$ cat config.mk
export PLATFORM = sky130hd
export DESIGN_NAME = proc_run_monitor
export DESIGN_NICKNAME = d
export VERILOG_FILES = /design/src/rtl/proc_run_monitor.sv
export SDC_FILE = /design/constraint.sdc
export NUM_CORES = 1
export LEC_CHECK = 0
export CORE_MARGIN = 2
export CORE_UTILIZATION = 47
export CTS_BUF_LIST = sky130_fd_sc_hd__clkbuf_16
export DETAILED_ROUTE_END_ITERATION = 6
export GPL_TIMING_DRIVEN = 0
export PLACE_DENSITY = 0.78
export SYNTH_ARGS = -nofsm -noshare
export SYNTH_HDL_FRONTEND = slang
export SYNTH_SLANG_ARGS = --single-unit
$ cat constraint.sdc
create_clock -name clock -period 3.8 [get_ports clock]
set_input_delay 0.76 -clock clock [delete_from_list [all_inputs] [get_ports clock]]
set_output_delay 0.76 -clock clock [all_outputs]
set_load 0.01 [all_outputs]
$ cat src/rtl/proc_run_monitor.sv
// Run controller and register-write tracer for the MIPS skeleton: sequences processor reset,
// runs under a cycle budget, detects PC self-loop halt. Trace FIFO built only with RUN_MON_TRACE_EN.
module proc_run_monitor #(
    parameter int          RESET_CYCLES = 1,
    parameter logic [31:0] MAX_CYCLES   = 32'd200,
    parameter int          HALT_REPEAT  = 4,
    parameter int          TRACE_DEPTH  = 16,
    parameter int          ADDR_W       = 12
) (
    input  logic                           clock,
    input  logic                           reset,
    input  logic                           start,
    input  logic [ADDR_W-1:0]              address_imem,
    input  logic                           ctrl_writeEnable,
    input  logic [4:0]                     ctrl_writeReg,
    input  logic [31:0]                    data_writeReg,
    output logic                           proc_reset,
    output logic                           running,
    output logic                           done,
    output logic                           timeout,
    output logic [31:0]                    cycle_count,
    output logic [15:0]                    write_count,
    input  logic                           trace_rd_en,
    output logic                           trace_valid,
    output logic [4:0]                     trace_reg,
    output logic [31:0]                    trace_data,
    output logic [$clog2(TRACE_DEPTH):0]   trace_level,
    output logic                           trace_overflow
);

    localparam int LVL_W = $clog2(TRACE_DEPTH) + 1;
    localparam int REP_W = $clog2(HALT_REPEAT + 1);
    localparam int RST_W = (RESET_CYCLES > 1) ? $clog2(RESET_CYCLES) : 1;
    localparam logic [RST_W-1:0] RST_LOAD = RST_W'(RESET_CYCLES - 1);
    localparam logic [REP_W-1:0] REP_LIM  = REP_W'(HALT_REPEAT);

    typedef enum logic [1:0] {
        ST_IDLE  = 2'd0,
        ST_RESET = 2'd1,
        ST_RUN   = 2'd2,
        ST_DONE  = 2'd3
    } state_t;

    state_t            state_r, state_s;
    logic [RST_W-1:0]  rst_cnt_r;
    logic [REP_W-1:0]  rep_r, rep_s;
    logic [ADDR_W-1:0] prev_addr_r;
    logic [31:0]       cycle_count_r, cyc_inc_s;
    logic [15:0]       write_count_r;
    logic              proc_reset_r, running_r, done_r, timeout_r;
    logic              clear_s, accept_s, halt_hit_s, tmo_hit_s;

    // Halt tracker, budget check and next-state decode
    always_comb begin
        rep_s      = REP_W'(1'b1);
        state_s    = state_r;
        if ((rep_r != {REP_W{1'b0}}) && (address_imem == prev_addr_r)) begin
            if (rep_r == REP_LIM) begin
                rep_s = rep_r;
            end else begin
                rep_s = rep_r + REP_W'(1'b1);
            end
        end else begin
            rep_s = REP_W'(1'b1);
        end
        halt_hit_s = (rep_s == REP_LIM);
        cyc_inc_s  = cycle_count_r + 32'd1;
        tmo_hit_s  = (cyc_inc_s == MAX_CYCLES);
        clear_s    = start && ((state_r == ST_IDLE) || (state_r == ST_DONE));
        accept_s   = (state_r == ST_RUN) && ctrl_writeEnable && (ctrl_writeReg != 5'd0);
        case (state_r)
            ST_IDLE:  state_s = start ? ST_RESET : ST_IDLE;
            ST_RESET: state_s = (rst_cnt_r == {RST_W{1'b0}}) ? ST_RUN : ST_RESET;
            ST_RUN: begin
                if (halt_hit_s || tmo_hit_s) begin
                    state_s = ST_DONE;
                end else begin
                    state_s = ST_RUN;
                end
            end
            ST_DONE:  state_s = start ? ST_RESET : ST_DONE;
            default:  state_s = ST_IDLE;
        endcase
    end

    // State register, run counters and registered control outputs
    always_ff @(posedge clock) begin
        if (reset) begin
            state_r       <= ST_IDLE;
            rst_cnt_r     <= {RST_W{1'b0}};
            rep_r         <= {REP_W{1'b0}};
            prev_addr_r   <= {ADDR_W{1'b0}};
            cycle_count_r <= 32'd0;
            proc_reset_r  <= 1'b1;
            running_r     <= 1'b0;
            done_r        <= 1'b0;
            timeout_r     <= 1'b0;
        end else begin
            state_r      <= state_s;
            proc_reset_r <= (state_s != ST_RUN);
            running_r    <= (state_s == ST_RUN);
            done_r       <= (state_s == ST_DONE);
            case (state_r)
                ST_IDLE, ST_DONE: begin
                    if (clear_s) begin
                        rst_cnt_r     <= RST_LOAD;
                        rep_r         <= {REP_W{1'b0}};
                        cycle_count_r <= 32'd0;
                        timeout_r     <= 1'b0;
                    end
                end
                ST_RESET: begin
                    if (rst_cnt_r != {RST_W{1'b0}}) begin
                        rst_cnt_r <= rst_cnt_r - RST_W'(1'b1);
                    end
                end
                ST_RUN: begin
                    cycle_count_r <= cyc_inc_s;
                    rep_r         <= rep_s;
                    prev_addr_r   <= address_imem;
                    // halt outranks budget exhaustion when both land together
                    timeout_r     <= tmo_hit_s && !halt_hit_s;
                end
                default: begin
                    rep_r <= {REP_W{1'b0}};
                end
            endcase
        end
    end

    // Saturating count of accepted register writes
    always_ff @(posedge clock) begin
        if (reset || clear_s) begin
            write_count_r <= 16'd0;
        end else if (accept_s && (write_count_r != 16'hFFFF)) begin
            write_count_r <= write_count_r + 16'd1;
        end
    end

    assign proc_reset  = proc_reset_r;
    assign running     = running_r;
    assign done        = done_r;
    assign timeout     = timeout_r;
    assign cycle_count = cycle_count_r;
    assign write_count = write_count_r;

`ifdef RUN_MON_TRACE_EN
    localparam int PTR_W = (TRACE_DEPTH > 1) ? $clog2(TRACE_DEPTH) : 1;
    localparam logic [LVL_W-1:0] LVL_FULL = LVL_W'(TRACE_DEPTH);

    logic [4:0]       mem_reg_r  [TRACE_DEPTH];
    logic [31:0]      mem_data_r [TRACE_DEPTH];
    logic [PTR_W-1:0] wr_ptr_r, rd_ptr_r;
    logic [LVL_W-1:0] level_r, level_s;
    logic             valid_r, overflow_r;
    logic             full_s, pop_s, push_s;

    // Push/pop arbitration: a full FIFO still accepts a push when popped the same cycle
    always_comb begin
        full_s  = (level_r == LVL_FULL);
        pop_s   = trace_rd_en && (level_r != {LVL_W{1'b0}});
        push_s  = accept_s && (!full_s || pop_s);
        level_s = level_r;
        case ({push_s, pop_s})
            2'b10:   level_s = level_r + LVL_W'(1'b1);
            2'b01:   level_s = level_r - LVL_W'(1'b1);
            default: level_s = level_r;
        endcase
    end

    // Trace storage, written only on an accepted push
    always_ff @(posedge clock) begin
        if (push_s) begin
            mem_reg_r[wr_ptr_r]  <= ctrl_writeReg;
            mem_data_r[wr_ptr_r] <= data_writeReg;
        end
    end

    // FIFO pointers, level and sticky overflow
    always_ff @(posedge clock) begin
        if (reset || clear_s) begin
            wr_ptr_r   <= {PTR_W{1'b0}};
            rd_ptr_r   <= {PTR_W{1'b0}};
            level_r    <= {LVL_W{1'b0}};
            valid_r    <= 1'b0;
            overflow_r <= 1'b0;
        end else begin
            if (push_s) begin
                wr_ptr_r <= wr_ptr_r + PTR_W'(1'b1);
            end
            if (pop_s) begin
                rd_ptr_r <= rd_ptr_r + PTR_W'(1'b1);
            end
            level_r <= level_s;
            valid_r <= (level_s != {LVL_W{1'b0}});
            if (accept_s && full_s && !pop_s) begin
                overflow_r <= 1'b1;
            end
        end
    end

    assign trace_valid    = valid_r;
    assign trace_reg      = mem_reg_r[rd_ptr_r];
    assign trace_data     = mem_data_r[rd_ptr_r];
    assign trace_level    = level_r;
    assign trace_overflow = overflow_r;
`else
    logic unused_trace_s;
    assign unused_trace_s = trace_rd_en ^ (^data_writeReg);

    assign trace_valid    = 1'b0;
    assign trace_reg      = 5'd0;
    assign trace_data     = 32'd0;
    assign trace_level    = {LVL_W{1'b0}};
    assign trace_overflow = 1'b0;
`endif

endmodule

### After elaboration in Yosys (flattened, before gate mapping)

Index checks and enable logic that the tools add are counted.

* muxes and demuxes: 15
* $add $sub $neg: 4
* eq/ne operators: 12
* reductions and logical operators: 18

Operators with widths (count)
* one-hot mux 32 bit (2 select lines): 1
* adder 32 x 1 -> 32 bit (second input constant): 1
* equality test 32 x 8 -> 1 bit (second input constant): 1
* 2-to-1 mux 32 bit: 1
* adder 16 x 1 -> 16 bit (second input constant): 1
* != test 16 bit (second input constant): 1
* equality test 12 bit: 1
* 2-to-1 mux 3 bit: 3
* equality test 2 bit (second input constant): 4
* one-hot mux 2 bit (4 select lines): 1
* equality test 3 bit (second input constant): 2
* logical AND 1 bit: 6
* one-hot mux 3 bit (2 select lines): 1
* nonzero test 5 bit: 1
* 2-to-1 mux 1 bit: 4
* 2-to-1 mux 2 bit: 2
* != test 2 bit (second input constant): 2
* one-hot mux 1 bit (2 select lines): 2
* AND reduction 2 bit: 2
* nonzero test 2 bit: 2
* adder 3 x 1 -> 3 bit (second input constant): 1
* logical OR 1 bit: 3
* nonzero test 3 bit: 1
* equality test 2 x 1 -> 1 bit (second input constant): 1
* other kinds (4): 4

* register bits: 70
* output and inout bits: 96

### Depth between registers and ports, before layout

* word-level depth: 8
* mapped depth: 11
* mapped depth without buffers: 9

### Worst setup path after synthesis

No wires, ideal clock.

* kind: register to register
* start: reg cycle_count_r[14], in the netlist cycle_count[14]
* end: reg state_r[0]
* period minus slack after synthesis: 2911 ps
* setup time: 96 ps
* slack: 889 ps
* cell stages (with the launch flop): 10
* data arrival time: 2815 ps
* cell sequence: dfxtp_1 -> buf_2 -> nand4_2 -> or3_1 -> buf_2 -> or3_1 -> xnor2_1 -> or4_1 -> or3_4 -> o41ai_2

* longest elaborated chain between the ends: 5

RTL lines
* from (decl): line 48 `logic [31:0] cycle_count_r, cyc_inc_s;`
* from (signal assigned): line 118 `cycle_count_r <= cyc_inc_s;`
* adder 32 x 1 -> 32 bit: line 67 `cyc_inc_s = cycle_count_r + 32'd1;`
* equality test 32 x 8 -> 1 bit: line 68 `tmo_hit_s = (cyc_inc_s == MAX_CYCLES);`
* logical OR 1 bit: line 75 `if (halt_hit_s || tmo_hit_s) begin`
* 2-to-1 mux 1 bit: line 75
* one-hot mux 2 bit (4 select lines): line 71 `case (state_r)`
* to (signal assigned): line 99 `state_r <= state_s;`
* to (decl): line 44 `state_t state_r, state_s;`

Every way passes these cells.
A chain may end at the register's enable or synchronous reset.

### Worst setup path in the final report

* start: in address_imem[7]
* end: reg state_r[0]

* longest elaborated chain between the ends: 7

RTL lines
* from (decl): line 13 `input logic [ADDR_W-1:0] address_imem,`
* equality test 12 bit: line 57 `if ((rep_r != {REP_W{1'b0}}) && (address_imem == prev_addr_r)) begin`
* logical AND 1 bit: line 57
* 2-to-1 mux 3 bit: line 57
* equality test 3 bit: line 66 `halt_hit_s = (rep_s == REP_LIM);`
* logical OR 1 bit: line 75
* 2-to-1 mux 1 bit: line 75
* one-hot mux 2 bit (4 select lines): line 71

Every way passes these cells.

==> metrics <==
final setup fails 0; CTS tree built; final cell count without fillers 829; Post-CTS Setup Repair Bufs 0; Hold WS 0.475 ns; Final period util 87.2%; Diodes inserted 0; DR iter-0 viols 221; share of layout cells above drive strength 1 12.9%; Synth Area in Compound Gates 15.6%; Inst Count DP 813; initial antenna violation count 0; final non-filler cell area 5900 µm²; leakage 0.00222 µW; fmax 302 MHz; sequential element share of the synthesized area 30.6%; Mapped Area 4510 µm²; Top FF cell, synth dfxtp_1; Wirelength per Cell 14.4 µm; largest net degree at the start of global routing 14; worst setup path startpoint address_imem[7]; CTS sink cnt 69; post-DR vias/cell 5.36; max-slew violations 0; final worst path period need 3.32 ns; largest family of logic cells by synthesized area simple AND/OR/NAND/NOR gates; Area after DPL 5550 µm²; Die Y 102 µm; number of nets with antenna violations after routing 0; asr flop ratio synth 0%; final hold violation count 0; worst vdd ir 0.300 mV; final total power 2100 µW; core box area 9280 µm²; Adder-Cell Fraction of Synth Area 1.94%; first-pass GRT wire length 18900 µm; Synth Area in Simple Gates 27.9%; drt drc 0; synthesis-stage register bit count 69; r2r setup slk 0.62 ns; final net count 756; Worst Path Max Fanout 5; Synth Instances 570; crit start category primary input; final core utilization 63.5%; grt ovf 0; RSZ-0062 raised after global routing no; DRT Pass-1 Iters 6; min-delay src rep_r[1]$_SDFFE_PP0P_; CP required 4.04 ns; vias in the first global route 4027; Max-Slew Margin vs Limit 32.8%; GP Congestion 0.882; pwr dens 356 nW/µm²; CTS Buffer Depth 2; worst skew pair latency 0.34 ns; cts hold-fix bufs 0; proportion of synthesized area in mux cells 5.52%; measured slew at the worst slew-check pin 1.00 ns; Worst Hold Class reg -> reg; die footprint 10400 µm²; DR vias 4446; critical path type in -> reg; Num CTS Buffers 9; RR Startpoint cycle_count[14]$_SDFFE_PP0P_; Setup Skew 0.00775 ns; run status finished clean; Syn-to-layout area delta 30.6%; Max H-tree Level 3; Clock transition at path regs 0.06 ns; xor/xnor cell area share of the yosys netlist 6.21%; Initial Utilization 48.6%; maxcap violations 0; clk root buf clkbuf_16; FP Rows 35; synth warn 0; DPL Wire Length 8640 µm; PortBufs 71; WL final 11900 µm; Worst Setup End Kind register; number of distinct library cells after synthesis 61; Worst Path Arrival 3.55 ns; post-cts repair resize count 0; Synth Area per Inst 7.92 µm²; I/O pin total 150; Post-synth EDFFs 0; DIE WIDTH 102 µm; GRT Total Usage 22.7%
[cells in the mapped netlist (3+ instances only)]
library cell	count	area, µm²
buf_4	47	353
dfxtp_1	69	1380
nand4_1	14	87.6
and3_1	4	25.0
a311oi_1	4	35.0
nor2_1	63	236
a21oi_1	27	135
buf_2	7	35.0
nand3_1	21	105
clkbuf_1	27	101
nand2b_1	5	31.3
nor3_1	25	125
a22oi_1	19	143
or3_1	12	75.1
nor2b_1	3	18.8
inv_1	10	37.5
o221ai_1	5	43.8
o21ai_0	18	90.1
and2_1	7	43.8
a31oi_1	3	18.8
and4_1	8	70.1
xor2_1	17	149
or4_1	8	60.1
a211oi_1	4	30.0
a21o_1	6	45.0
ha_1	7	87.6
xnor2_1	15	131
buf_1	3	11.3
nand2_1	47	176
mux2_2	7	78.8
nor4_1	4	25.0
mux2i_1	17	170
[sequential cells by signal (all words and copies together) (netlist names)]
register,count
done,1
cycle_count,32
proc_reset,1
running,1
write_count,16
timeout,1
state_r,2
rep_r,3
prev_addr_r,12
[layout by cell type (no fill, tap or decap), types with 5 or more instances in the layout]
master / instances
nor3_1: 25
clkbuf_16: 9
mux2i_1: 17
a21oi_1: 27
nand4_1: 14
nand2b_1: 5
a22oi_1: 19
nand3_1: 21
inv_1: 10
clkbuf_1: 27
nor2_1: 63
xor2_1: 17
a21o_1: 6
mux2_2: 7
and2_1: 7
nand2_1: 47
dfxtp_1: 69
and4_1: 8
ha_1: 7
buf_2: 7
xnor2_1: 15
clkdlybuf4s50_1: 71
o21ai_0: 18
or4_1: 8
conb_1: 44
o221ai_1: 5
buf_4: 47
or3_1: 12
[per-layer routing]
metal | vias to the layer above | track usage, % | wire length (µm)
met5 | - | 0 | 0
met4 | 0 | 9.23 | 243
met3 | 22 | 4.92 | 710
met2 | 158 | 39.8 | 5950
met1 | 2066 | 27.0 | 5050
li1 | 2200 | - | -
[per-stage QoR]
step	setup TNS (ns)	worst slack, ns
final	0	0.485
after global routing	0	0.271
after CTS	0	0.280
after detailed placement	-0.0477	-0.0477
after global placement	0	0.0232
after floorplan	0	0.889
[path summary, 6_finish.rpt]
kind,endpoint,depth (start not counted)
worst min register to register,rep_r[1]$_SDFFE_PP0P_,2
worst max register to register,state_r[0]$_SDFF_PP0_,9
worst max-delay path,state_r[0]$_SDFF_PP0_,8
worst min-delay path,rep_r[1]$_SDFFE_PP0P_,2
[cells by family (layout without fill, tap and decap cells)]
logic type	count (synthesis)	count (layout)
buf+inv	95	182
compound gates	105	105
simple gates	237	237
xor+xnor	32	32
fa+ha+maj	7	7
other cells	1	44
mux	24	24
flops	69	69
[final cells by class]
cell class / instances / area, µm²
fillers: 845 / 3390
multi-input cells: 449 / 2750
flip-flops and latches: 69 / 1380
repair buffers: 71 / 711
plain buffers: 85 / 512
clock buffers: 9 / 225
well taps: 129 / 161
clock inverters: 7 / 123
inverters: 10 / 37.5
[power by group]
group          switching, µW  internal, µW  total, µW
clock network            346           645        991
registers               17.5           746        763
logic                    216           129        346
[critical path, stage by stage]
cell and delay (ns):
clkdlybuf4s50_1 0.45, xor2_1 0.16, nor4_1 0.35, nand4_1 0.16
a2111oi_1 0.92, a311oi_1 0.30, or3_1 0.40, o41ai_2 0.06
No activity file was read; power rests on OpenSTA's default activity.
